<file path="config.mk">
export PLATFORM = sky130hd
export DESIGN_NAME = ifetch_unit
export DESIGN_NICKNAME = d
export VERILOG_FILES = /design/src/rtl/ifetch_pkg.sv /design/src/rtl/ifetch_fifo.sv /design/src/rtl/ifetch_unit.sv
export SDC_FILE = /design/constraint.sdc
export NUM_CORES = 1
export LEC_CHECK = 0
export CAP_MARGIN = 30
export CORE_AREA = 5 5 80 138
export CTS_BUF_LIST = sky130_fd_sc_hd__clkbuf_4
export DETAILED_ROUTE_END_ITERATION = 8
export DIE_AREA = 0 0 85 143
export DONT_BUFFER_PORTS = 1
export MAX_ROUTING_LAYER = met4
export PLACE_DENSITY_LB_ADDON = 0.2
export SETUP_SLACK_MARGIN = 0.02
export SLEW_MARGIN = 25
export SYNTH_ARGS = -nofsm -noshare
export SYNTH_HDL_FRONTEND = slang
export SYNTH_SLANG_ARGS = --single-unit
</file>
<file path="constraint.sdc">
create_clock -name clk -period 5.65 [get_ports clk]
set_clock_uncertainty 0.15 [all_clocks]
set_input_delay 1.695 -clock clk [delete_from_list [all_inputs] [get_ports clk]]
set_output_delay 1.695 -clock clk [all_outputs]
set_load 0.005 [all_outputs]
</file>
<file path="src/rtl/ifetch_pkg.sv">
// Shared types and defaults for the instruction-fetch stage.
// Holds the fetch buffer entry layout, fetch FSM states and default constants.
package ifetch_pkg;

    localparam int unsigned MEM_WORDS_DEF = 1024;
    localparam logic [31:0] HALT_WORD_DEF = 32'hFFFF_FFFF;
    localparam logic [31:0] RESET_PC_DEF  = 32'h0000_0000;

    typedef struct packed {
        logic [31:0] pc;
        logic [31:0] instr;
    } fetch_entry_t;

    typedef enum logic {
        RUN  = 1'b0,
        HALT = 1'b1
    } fetch_state_t;

    // Word address modulo a power-of-two memory depth.
    function automatic logic [31:0] wrap_pc(
        input logic [31:0] addr,
        input int unsigned words
    );
        return addr & 32'(words - 1);
    endfunction

endpackage

</file>
<file path="src/rtl/ifetch_fifo.sv">
// Small power-of-two FIFO of fetch entries with synchronous clear.
// Ports: clk, rst_n (sync, active-low), clr, push/wdata, pop/rdata, count, full, empty.
module ifetch_fifo
    import ifetch_pkg::*;
#(
    parameter int FIFO_DEPTH = 2
) (
    input  logic                          clk,
    input  logic                          rst_n,
    input  logic                          clr,
    input  logic                          push,
    input  fetch_entry_t                  wdata,
    input  logic                          pop,
    output fetch_entry_t                  rdata,
    output logic [$clog2(FIFO_DEPTH):0]   count,
    output logic                          full,
    output logic                          empty
);

    localparam int AW = $clog2(FIFO_DEPTH);
    localparam int CW = AW + 1;

    fetch_entry_t   mem_q [FIFO_DEPTH];
    fetch_entry_t   mem_d [FIFO_DEPTH];
    logic [AW-1:0]  wr_ptr_q, wr_ptr_d;
    logic [AW-1:0]  rd_ptr_q, rd_ptr_d;
    logic [CW-1:0]  count_q, count_d;
    logic           do_push;
    logic           do_pop;

    assign do_pop  = pop & (count_q != '0);
    // A push into a full buffer is legal only when the head leaves this cycle.
    assign do_push = push & ((count_q < CW'(FIFO_DEPTH)) | do_pop);

    always_comb begin
        mem_d    = mem_q;
        wr_ptr_d = wr_ptr_q;
        rd_ptr_d = rd_ptr_q;
        count_d  = count_q;
        if (clr) begin
            wr_ptr_d = '0;
            rd_ptr_d = '0;
            count_d  = '0;
        end else begin
            if (do_push) begin
                mem_d[wr_ptr_q] = wdata;
                wr_ptr_d        = wr_ptr_q + AW'(1);
            end
            if (do_pop) begin
                rd_ptr_d = rd_ptr_q + AW'(1);
            end
            count_d = count_q + CW'(do_push) - CW'(do_pop);
        end
    end

    always_ff @(posedge clk) begin
        if (!rst_n) begin
            for (int i = 0; i < FIFO_DEPTH; i++) begin
                mem_q[i] <= '0;
            end
            wr_ptr_q <= '0;
            rd_ptr_q <= '0;
            count_q  <= '0;
        end else begin
            mem_q    <= mem_d;
            wr_ptr_q <= wr_ptr_d;
            rd_ptr_q <= rd_ptr_d;
            count_q  <= count_d;
        end
    end

    assign rdata = mem_q[rd_ptr_q];
    assign count = count_q;
    assign full  = (count_q == CW'(FIFO_DEPTH));
    assign empty = (count_q == '0);

endmodule

</file>
<file path="src/rtl/ifetch_unit.sv">
// Instruction-fetch stage: owns the PC, reads the combinational memory port and
// buffers {pc, instr} pairs toward decode over a valid/ready handshake.
// Ports: clk, rst_n (sync, active-low), Read_PC/Instruction (memory side),
// redirect_en/redirect_pc (flush + reload), out_valid/out_ready/out_pc/out_instr
// (decode side), halted.
// Optional halt-on-HALT_WORD support is enabled by defining IFETCH_HALT_EN.
module ifetch_unit
    import ifetch_pkg::*;
#(
    parameter logic [31:0] RESET_PC   = RESET_PC_DEF,
    parameter int unsigned MEM_WORDS  = MEM_WORDS_DEF,
    parameter int          FIFO_DEPTH = 2
`ifdef IFETCH_HALT_EN
    ,
    parameter logic [31:0] HALT_WORD  = HALT_WORD_DEF
`endif
) (
    input  logic        clk,
    input  logic        rst_n,
    output logic [31:0] Read_PC,
    input  logic [31:0] Instruction,
    input  logic        redirect_en,
    input  logic [31:0] redirect_pc,
    output logic        out_valid,
    input  logic        out_ready,
    output logic [31:0] out_pc,
    output logic [31:0] out_instr,
    output logic        halted
);

    localparam int CW = $clog2(FIFO_DEPTH) + 1;

    logic [31:0]   pc_q, pc_d;
    fetch_state_t  state_q, state_d;
    logic          push;
    logic          pop;
    logic          fifo_full;
    logic          fifo_empty;
    logic [CW-1:0] fifo_count;
    fetch_entry_t  fifo_wdata;
    fetch_entry_t  fifo_head;

    assign pop  = out_valid & out_ready;
    assign push = (state_q == RUN) & ~redirect_en & (~fifo_full | pop);

    assign fifo_wdata = '{pc: pc_q, instr: Instruction};

    // Redirect doubles as the buffer clear; the FIFO gives clear priority,
    // so a same-cycle pop is dropped along with everything else.
    ifetch_fifo #(
        .FIFO_DEPTH (FIFO_DEPTH)
    ) u_fifo (
        .clk   (clk),
        .rst_n (rst_n),
        .clr   (redirect_en),
        .push  (push),
        .wdata (fifo_wdata),
        .pop   (pop),
        .rdata (fifo_head),
        .count (fifo_count),
        .full  (fifo_full),
        .empty (fifo_empty)
    );

    always_comb begin
        pc_d = pc_q;
        if (redirect_en) begin
            pc_d = wrap_pc(redirect_pc, MEM_WORDS);
        end else if (push) begin
            pc_d = wrap_pc(pc_q + 32'd1, MEM_WORDS);
        end
    end

    always_ff @(posedge clk) begin
        if (!rst_n) begin
            pc_q <= RESET_PC;
        end else begin
            pc_q <= pc_d;
        end
    end

    always_ff @(posedge clk) begin
        if (!rst_n) begin
            state_q <= RUN;
        end else begin
            state_q <= state_d;
        end
    end

    always_comb begin
        state_d = state_q;
        if (redirect_en) begin
            state_d = RUN;
        end
`ifdef IFETCH_HALT_EN
        else if (push && (Instruction == HALT_WORD)) begin
            state_d = HALT;
        end
`endif
    end

    always_comb begin
        Read_PC   = pc_q;
        out_valid = (fifo_count != '0);
        out_pc    = 32'd0;
        out_instr = 32'd0;
        if (!fifo_empty) begin
            out_pc    = fifo_head.pc;
            out_instr = fifo_head.instr;
        end
`ifdef IFETCH_HALT_EN
        halted = (state_q == HALT);
`else
        halted = 1'b0;
`endif
    end

endmodule

</file>
Yosys cells after proc, flatten, opt, wreduce, memory -nomap -nowiden
Index checks and enable logic that the tools add are counted.
{ "totals": {"reg_bits": 142, "in_bits": 68, "out_inout_bits": 98, "wordCells": 45} }
{ "op_classes": {"add_sub_neg": 5, "magnitude_cmp": 4, "eq_ne": 1, "muxes": 10, "bitwise_logic": 11, "reduce_logical": 6} }
{ "ops": {"columns": ["op", "count"], "rows": [
  ["64-bit two-way mux", 4],
  ["128-bit bitwise mux", 1],
  ["64-bit demux with 1-bit select", 1],
  ["32-bit two-way mux", 2],
  ["10-bit two-way mux", 2],
  ["10-bit by 1-bit adder with 10-bit output (second input constant)", 1],
  ["1-bit AND", 4],
  ["2-bit >= comparator (second input constant)", 2],
  ["1-bit NOT with 2-bit output", 2],
  ["2-bit nonzero test", 2],
  ["1-bit NOT", 3],
  ["1-bit adder (second input constant)", 2],
  ["2-bit by 1-bit adder with 2-bit output", 1],
  ["2-bit equality test (second input constant)", 1],
  ["2-bit logical NOT", 1],
  ["2-bit by 1-bit less-than comparator with 1-bit output (second input constant)", 1],
  ["2-bit less-than comparator (second input constant)", 1],
  ["1-bit OR", 2],
  ["2-bit AND reduction", 1],
  ["2-bit OR reduction", 1],
  ["2-bit by 1-bit subtractor with 2-bit output", 1],
  ["1-bit logical AND", 1]
]} }

Longest topological paths before layout
Gate-level depths: netlist of the first run.
{ "depth": {"word_depth": 7, "mapped_depth": 7} }

By module
Synthesis of the first run repeated with hierarchy kept, for this count alone.
{ "unflattened": {"cells_unflattened": 747, "area_unflattened_um2": 7064.3} }
{ "by_module_without_submodules": {"columns": ["mod", "instances", "cells_each", "area_each_um2", "seq_area_each_um2"], "rows": [
  ["ifetch_fifo", 1, 582, 5865.6, 2642.5],
  ["ifetch_unit", 1, 165, 1198.6, 200.2]
]} }

Worst setup path after synthesis of the first run
Ideal clock, no wire load.
{ "synth_path": {"kind": "reg-to-output", "startpoint": "register u_fifo.rd_ptr_q", "endpoint": "output port out_instr[10]", "t_arrival_ns": 1.085, "path_slack_ns": 2.720, "path_stages_with_launch": 5, "path_buffers": 2, "path_cell_list": "dfxtp_1 clkbuf_1 buf_2 mux2i_1 nor2_1"} }
{ "synth_between": {"elab_chain_len": 5} }
{ "synth_rtl": {"columns": ["item", "line_no", "text"], "rows": [
  ["start: declaration", "ifetch_fifo.sv:26", "logic [AW-1:0] rd_ptr_q, rd_ptr_d;"],
  ["start signal: assignment", "ifetch_fifo.sv:67", "rd_ptr_q <= rd_ptr_d;"],
  ["1-bit NOT with 2-bit output (not written as such)", "ifetch_fifo.sv:72", "assign rdata = mem_q[rd_ptr_q];"],
  ["64-bit two-way mux (not written as such) (3 in a row)", "ifetch_fifo.sv:72", null],
  ["32-bit two-way mux", "ifetch_unit.sv:107", "if (!fifo_empty) begin"],
  ["end: declaration", "ifetch_unit.sv:27", "output logic [31:0] out_instr,"]
]} }
Every way passes these cells. The select of a mux whose other input is x is not followed.

Worst setup path after layout of the first run
{ "layout_path": {"startpoint": "register u_fifo.rd_ptr_q", "endpoint": "output port out_instr[0]"} }
Same word-level chain as after synthesis.

==> results of run 1 <==
-- power by group through the flow --
| stage | logic [mW] | registers, mW | clock network, mW |
|---|---|---|---|
| 2_1_floorplan | 0.168 | 0.763 | 0 |
| 3_3_place_gp | 0.162 | 0.776 | 0 |
| 3_5_place_dp | 0.177 | 0.778 | 0 |
| 4_1_cts | 0.178 | 0.762 | 0.390 |
| 5_1_grt | 0.200 | 0.768 | 0.417 |
| 6_report | 0.176 | 0.762 | 0.370 |
-- stage by stage --
| stage | cells | hold slack (ns) | area [um^2] | setup slack (ns) |
|---|---|---|---|---|
| final | 698 | 0.312 | 4840 | 1.90 |
| after global routing | 698 | 0.336 | 4840 | 1.75 |
| after detailed placement | 680 | 0.295 | 4690 | 2.04 |
| after global placement | 678 | 0.290 | 4630 | 1.97 |
| after floorplan | 635 | 0.284 | 4950 | 2.72 |
| after CTS | 696 | 0.315 | 4820 | 1.83 |
-- worst max-delay path: cells and delay by family (launching register included) --
family        cells  cell delay, ns
flops             1            0.78
buf+inv           1            0.35
mux               1            0.24
simple gates      1            0.08
-- worst paths after layout --
check                   start               end  slack, ns
max           u_fifo.rd_ptr_q      out_instr[0]       1.90
min          u_fifo.mem_q[79]  u_fifo.mem_q[79]       0.31
max reg2reg   u_fifo.count[1]  u_fifo.mem_q[81]       3.28
min reg2reg  u_fifo.mem_q[79]  u_fifo.mem_q[79]       0.31
-- placed cells by master, fill, tap and decap left out, drive strengths merged, types with 2 or more instances in the layout --
cell	netlist	final
xor2	6	6
and2	3	3
clkinvlp	0	2
ha	2	2
xnor2	6	6
clkinv	0	2
nand4	3	3
nand3	5	5
a21boi	84	84
buf	63	6
o21ai	9	9
clkbuf	22	11
conb	1	45
dfxtp	98	98
nand2	175	175
nor3	2	2
nor2	47	47
a21oi	7	7
mux2i	43	43
inv	3	3
-- cell families (layout without fill, tap and decap cells) --
family	count (synthesis)	count (layout)	share of synthesized area
AOI/OAI and AO/OA	103	103	0.153
xor gates and xnor gates	12	12	0.0219
adders and majority gates	2	2	0.00523
buffers and inverters	88	25	0.112
DFF	98	98	0.410
muxes	43	43	0.0899
other	1	46	0.000783
and+or+nand+nor	244	244	0.207
-- registers in the layout (all words and copies together), names as in the netlist --
name	cells
u_fifo.mem_q	84
u_fifo.rd_ptr_q	1
Read_PC	10
u_fifo.count	2
u_fifo.wr_ptr_q	1
-- per-layer routing --
| layer | share of wire | routed length (um) | GRT usage | up-vias |
|---|---|---|---|---|
| li1 | - | - | - | 1789 |
| met1 | 0.39 | 4340 | 0.194 | 1694 |
| met2 | 0.52 | 5790 | 0.334 | 114 |
| met3 | 0.068 | 753 | 0.0520 | 15 |
| met4 | 0.017 | 184 | 0.0651 | 0 |
| met5 | 0 | 0 | - | - |
-- area by class of cell --
type,count,share of cell area
Multi-Input combinational cell,449,0.512
Clock inverter,5,0.0114
Timing Repair Buffer,6,0.0184
Clock buffer,11,0.0171
Sequential cell,98,0.406
Tap cell,125,0.0323
Inverter,3,0.00233
Antenna cell,1,0.000517
==> results.py, run 1 <==
metrics = {
    "synthesis": {
        "synthArstFlopShare": 0,
        "synth_cells": 591,
        "ys.flop_type": "dfxtp_1",
        "synth.most_common_cell": "nand2_1",
        "yosysTopAreaCellShare": 0.410,
        "synthesis.area_um2": 4790,
        "syn_avg_cell_area_um2": 8.10,
        "yosysWarningCount": 0,
        "synth_common_cells": "nand2_1 (175), dfxtp_1 (98), a21boi_0 (68), nor2_1 (47), buf_4 (46)",
        "synth_edf_count": 0,
        "ys_seq_area_frac": 0.410,
        "synth_cell_types": 36,
        "synth_largest_area_cell": "dfxtp_1",
        "ys_top_cells_by_area": "dfxtp_1 (41%), nand2_1 (14%), a21boi_0 (11%)",
        "ys_ff_latch": 98,
    },
    "worst_hold_path": {
        "hp-class": "reg -> reg",
        "worstHoldPathCells": 2,
    },
    "layout": {
        "regArea_um2": 1970,
        "drive_above_1_share": 0.0542,
        "utilization": 0.497,
        "area_growth_pct": 1.02,
        "multi_input_area_um2": 2470,
        "nets": 637,
        "fillers": 952,
    },
    "sta": {
        "setup_viol": 0,
        "drv_slew": 0,
        "final_hold_viol_count": 0,
        "worst_pin_slew_ns": 0.909,
        "tns_ns": 0,
        "finalCritPeriodShare": 0.664,
        "relSlewSlack": 0.394,
        "fin_crit_ns": 3.75,
        "max_freq_mhz": 267,
        "rsz0062_at_grt": "no",
    },
    "worst_setup_path": {
        "criticalPathCategory": "reg -> out",
        "worst_setup_path_end_kind": "output port",
        "path_cells": "buf_4, mux2i_1, nor2_1",
        "cp.required_ns": 3.81,
        "crit_path_max_fanout": 33,
        "r2r_cells": 5,
        "worst_path_largest_cell_delay_ns": 0.78,
        "slowest_stage": "dfxtp_4",
        "worst_ep_arrival_time_ns": 1.91,
        "start_kind": "flip-flop",
    },
    "clock_tree": {
        "cts_num_sinks": 98,
        "clockRootBuffer": "clkbuf_4",
        "htree_num_levels": 3,
        "ctsHoldBuffers": 0,
        "cts_made_buffers": 9,
        "cts_tree": "done",
        "path_clk_slew_ns": 0.15,
        "post_cts_resize_count": 0,
        "clk_path_buf_depth": 2,
        "post-cts-setup-buffers": 0,
        "clkLatencyLatePin_ns": 0.43,
    },
    "route": {
        "drt-initial-drc-count": 229,
        "firstDrtPassIters": 4,
        "wl_um": 11100,
        "vias": 3612,
        "detail_route.drc_violations": 0,
        "routed_via_density": 5.17,
        "ant_nets": 0,
        "wl_per_cell_um": 15.9,
    },
    "floorplan": {
        "die_h_um": 143,
        "coreArea_um2": 9730,
        "die_x_um": 85,
        "ios": 166,
        "rows": 48,
        "start_util": 0.492,
        "fp.dieArea_um2": 12200,
    },
    "power": {
        "combPwrFrac": 0.135,
        "vdd_drop_max_mv": 0.167,
        "p_leak_nw": 1.67,
        "pwr-share-seq": 0.583,
        "p_per_area_nw_per_um2": 270,
        "swShare": 0.281,
        "p_clk_frac": 0.283,
        "p_int_uw": 940,
        "power_mw": 1.31,
        "p_switching_uw": 368,
    },
    "grt": {
        "antenna_found_initial": 1,
        "grt_max_degree": 96,
        "grt_pass1_wl_um": 17600,
        "overflow": 0,
        "track_usage": 0.187,
        "grt_pass1_vias": 3515,
    },
    "place": {
        "dp_hpwl_um": 7420,
        "place.port_buffers": 0,
        "gp_congestion": 0.745,
    },
    "run": {
        "cap_violations": 0,
    },
    "outcome": {
        "status": "finished, final reports clean",
    },
}
Note: power is estimated with default switching activity, not from simulation.
==> run 2, diff against run 1 <==
clock period = 3.55 ns   (was 5.65 ns; I/O delays follow)
==> run 2 against run 1 <==
Effect of this change: cell count up 0.57%; via count up 1.7%; non-clock buffer count up 5; sequential power up 59%; critical path depth unchanged; largest cell class unchanged; clock power up 76%; first-iteration DRC count up 4.8%; sequential share of layout area down 0.33 points; clock-buffer cell count down 1; flip-flop and latch count unchanged; cell area up 0.70%; critical endpoint is now out_pc[9].
==> results.py, run 2 (same netlist as run 1, synthesis figures left out) <==
metrics = {
    "sta": {
        "postLayoutSetupSlackWorst_ns": 0.542,
        "setup_viol": 0,
        "max_freq_mhz": 332,
        "relSlewSlack": 0.578,
        "drv_slew": 0,
        "tns_ns": 0,
        "whs_ns": 0.315,
        "rsz0062_at_grt": "no",
        "final_hold_viol_count": 0,
        "finalCritPeriodShare": 0.847,
        "fin_crit_ns": 3.01,
        "worst_pin_slew_ns": 0.631,
    },
    "place": {
        "pre_cts_slack_ns": 0.984,
        "dp_cells": 686,
        "place.port_buffers": 0,
        "place_area_um2": 4710,
        "dp_hpwl_um": 7610,
        "gp_congestion": 0.748,
    },
    "route": {
        "drt-initial-drc-count": 240,
        "firstDrtPassIters": 4,
        "detail_route.drc_violations": 0,
        "ant_nets": 0,
        "wl_per_cell_um": 15.9,
        "routed_via_density": 5.23,
        "vias": 3673,
        "wl_um": 11200,
    },
    "layout": {
        "mostFrequentLayoutCells": "nand2_1 (175), dfxtp_1 (97), a21boi_0 (68)",
        "largest_register": "u_fifo.mem_q",
        "drive_above_1_share": 0.0608,
        "instances_no_fill": 702,
        "design_area_um2": 4870,
        "layout_commonest_cell": "nand2_1",
        "area_growth_pct": 1.72,
        "utilization": 0.501,
        "nets": 642,
        "largest_reg_flops": 84,
    },
    "worst_hold_path": {
        "holdPathEnd": "u_fifo.mem_q[75]",
        "hp-class": "reg -> reg",
        "worstHoldPathCells": 2,
        "hold_path.startpoint": "u_fifo.mem_q[75]",
    },
    "clock_tree": {
        "ctsHoldBuffers": 0,
        "cts_made_buffers": 9,
        "htree_num_levels": 3,
        "path_clk_slew_ns": 0.14,
        "post_cts_resize_count": 0,
        "cts_tree": "done",
        "cts_num_sinks": 98,
        "clkLatencyLatePin_ns": 0.44,
        "clockRootBuffer": "clkbuf_4",
        "clk_path_buf_depth": 2,
        "post-cts-setup-buffers": 0,
    },
    "worst_setup_path": {
        "crit_path_max_fanout": 23,
        "reg2reg_to": "u_fifo.count[1]",
        "start_kind": "flip-flop",
        "slowest_stage": "nor2_4",
        "path_cells": "nor2_4, buf_4, nor2_1",
        "worst_setup_path_end_kind": "output port",
        "rrSetupSlack_ns": 1.04,
        "critical_path.top_delay_family": "simple AND/OR/NAND/NOR gates",
        "path_buf_inv": 1,
        "r2r_cells": 8,
        "criticalPathCategory": "reg -> out",
        "cp.required_ns": 2.33,
        "worst_ep_arrival_time_ns": 1.79,
        "reg2reg_from": "u_fifo.count[1]",
        "worst_path_largest_cell_delay_ns": 0.51,
    },
    "floorplan": {
        "die_h_um": 143,
        "ios": 166,
        "coreArea_um2": 9730,
        "rows": 48,
        "start_util": 0.492,
        "fp.dieArea_um2": 12200,
        "die_x_um": 85,
    },
    "power": {
        "p_switching_uw": 591,
        "vdd_drop_max_mv": 0.226,
        "combPwrFrac": 0.133,
        "p_per_area_nw_per_um2": 440,
        "p_int_mw": 1.55,
        "pwr-share-seq": 0.563,
        "swShare": 0.275,
        "p_leak_nw": 1.69,
        "power_mw": 2.15,
        "p_clk_frac": 0.304,
    },
    "grt": {
        "grt_pass1_wl_um": 18200,
        "grt_max_degree": 96,
        "grt_pass1_vias": 3641,
        "track_usage": 0.193,
        "antenna_found_initial": 1,
        "overflow": 0,
    },
    "run": {
        "cap_violations": 0,
    },
    "outcome": {
        "status": "finished, final reports clean",
    },
}
## run 2: cell types whose count changed in the layout (fill, tap and decap cells not counted)
cell and delta:
buf_6 -1, dfxtp_4 -1, dfxtp_2 +1, buf_4 +6, clkinv_2 -1, buf_12 +2
buf_16 -2, bufinv_16 +1, clkbuf_4 -1
## run 2: final cells by class
type                            count  area (um^2)
Sequential cell                    98         1960
Antenna cell                        1         2.50
Multi-Input combinational cell    449         2470
Tap cell                          125          156
Timing Repair Buffer               11          108
Inverter                            3         11.3
Clock inverter                      5         80.1
Clock buffer                       10         75.1
Fill cell                         990         4860
## run 2: routing by layer
metal	vias up	global-route usage	wire (um)
met4	0	0.0550	157
li1	1798	-	-
met1	1736	0.204	4390
met2	124	0.346	5790
met5	-	-	0
met3	15	0.0566	849
## run 2: how the worst max path moves through the flow
stage                    startpoint            end  slack (ns)  cells past startpoint
floorplan           u_fifo.rd_ptr_q  out_instr[10]        1.25                      4
global placement    u_fifo.count[1]      out_pc[9]        1.04                      3
detailed placement  u_fifo.count[1]      out_pc[9]        0.98                      3
CTS                 u_fifo.count[1]      out_pc[9]        0.46                      3
global route        u_fifo.count[1]      out_pc[9]        0.37                      3
finish              u_fifo.count[1]      out_pc[9]        0.54                      3
## run 2: power groups by stage
| stage | clock network, mW | logic (mW) | registers, mW |
|---|---|---|---|
| after floorplan | 0 | 0.268 | 1.21 |
| after global placement | 0 | 0.279 | 1.23 |
| after detailed placement | 0 | 0.289 | 1.23 |
| after CTS | 0.674 | 0.290 | 1.21 |
| after global routing | 0.725 | 0.323 | 1.22 |
| final | 0.653 | 0.285 | 1.21 |
## run 2: worst register-to-register path: stages (launching register included)
cell     delay [ns]
dfxtp_1        0.41
nor2_4         0.51
buf_4          0.29
inv_1          0.08
and2_1         0.19
ha_1           0.33
mux2i_1        0.22
xor2_1         0.18
nor2_1         0.05
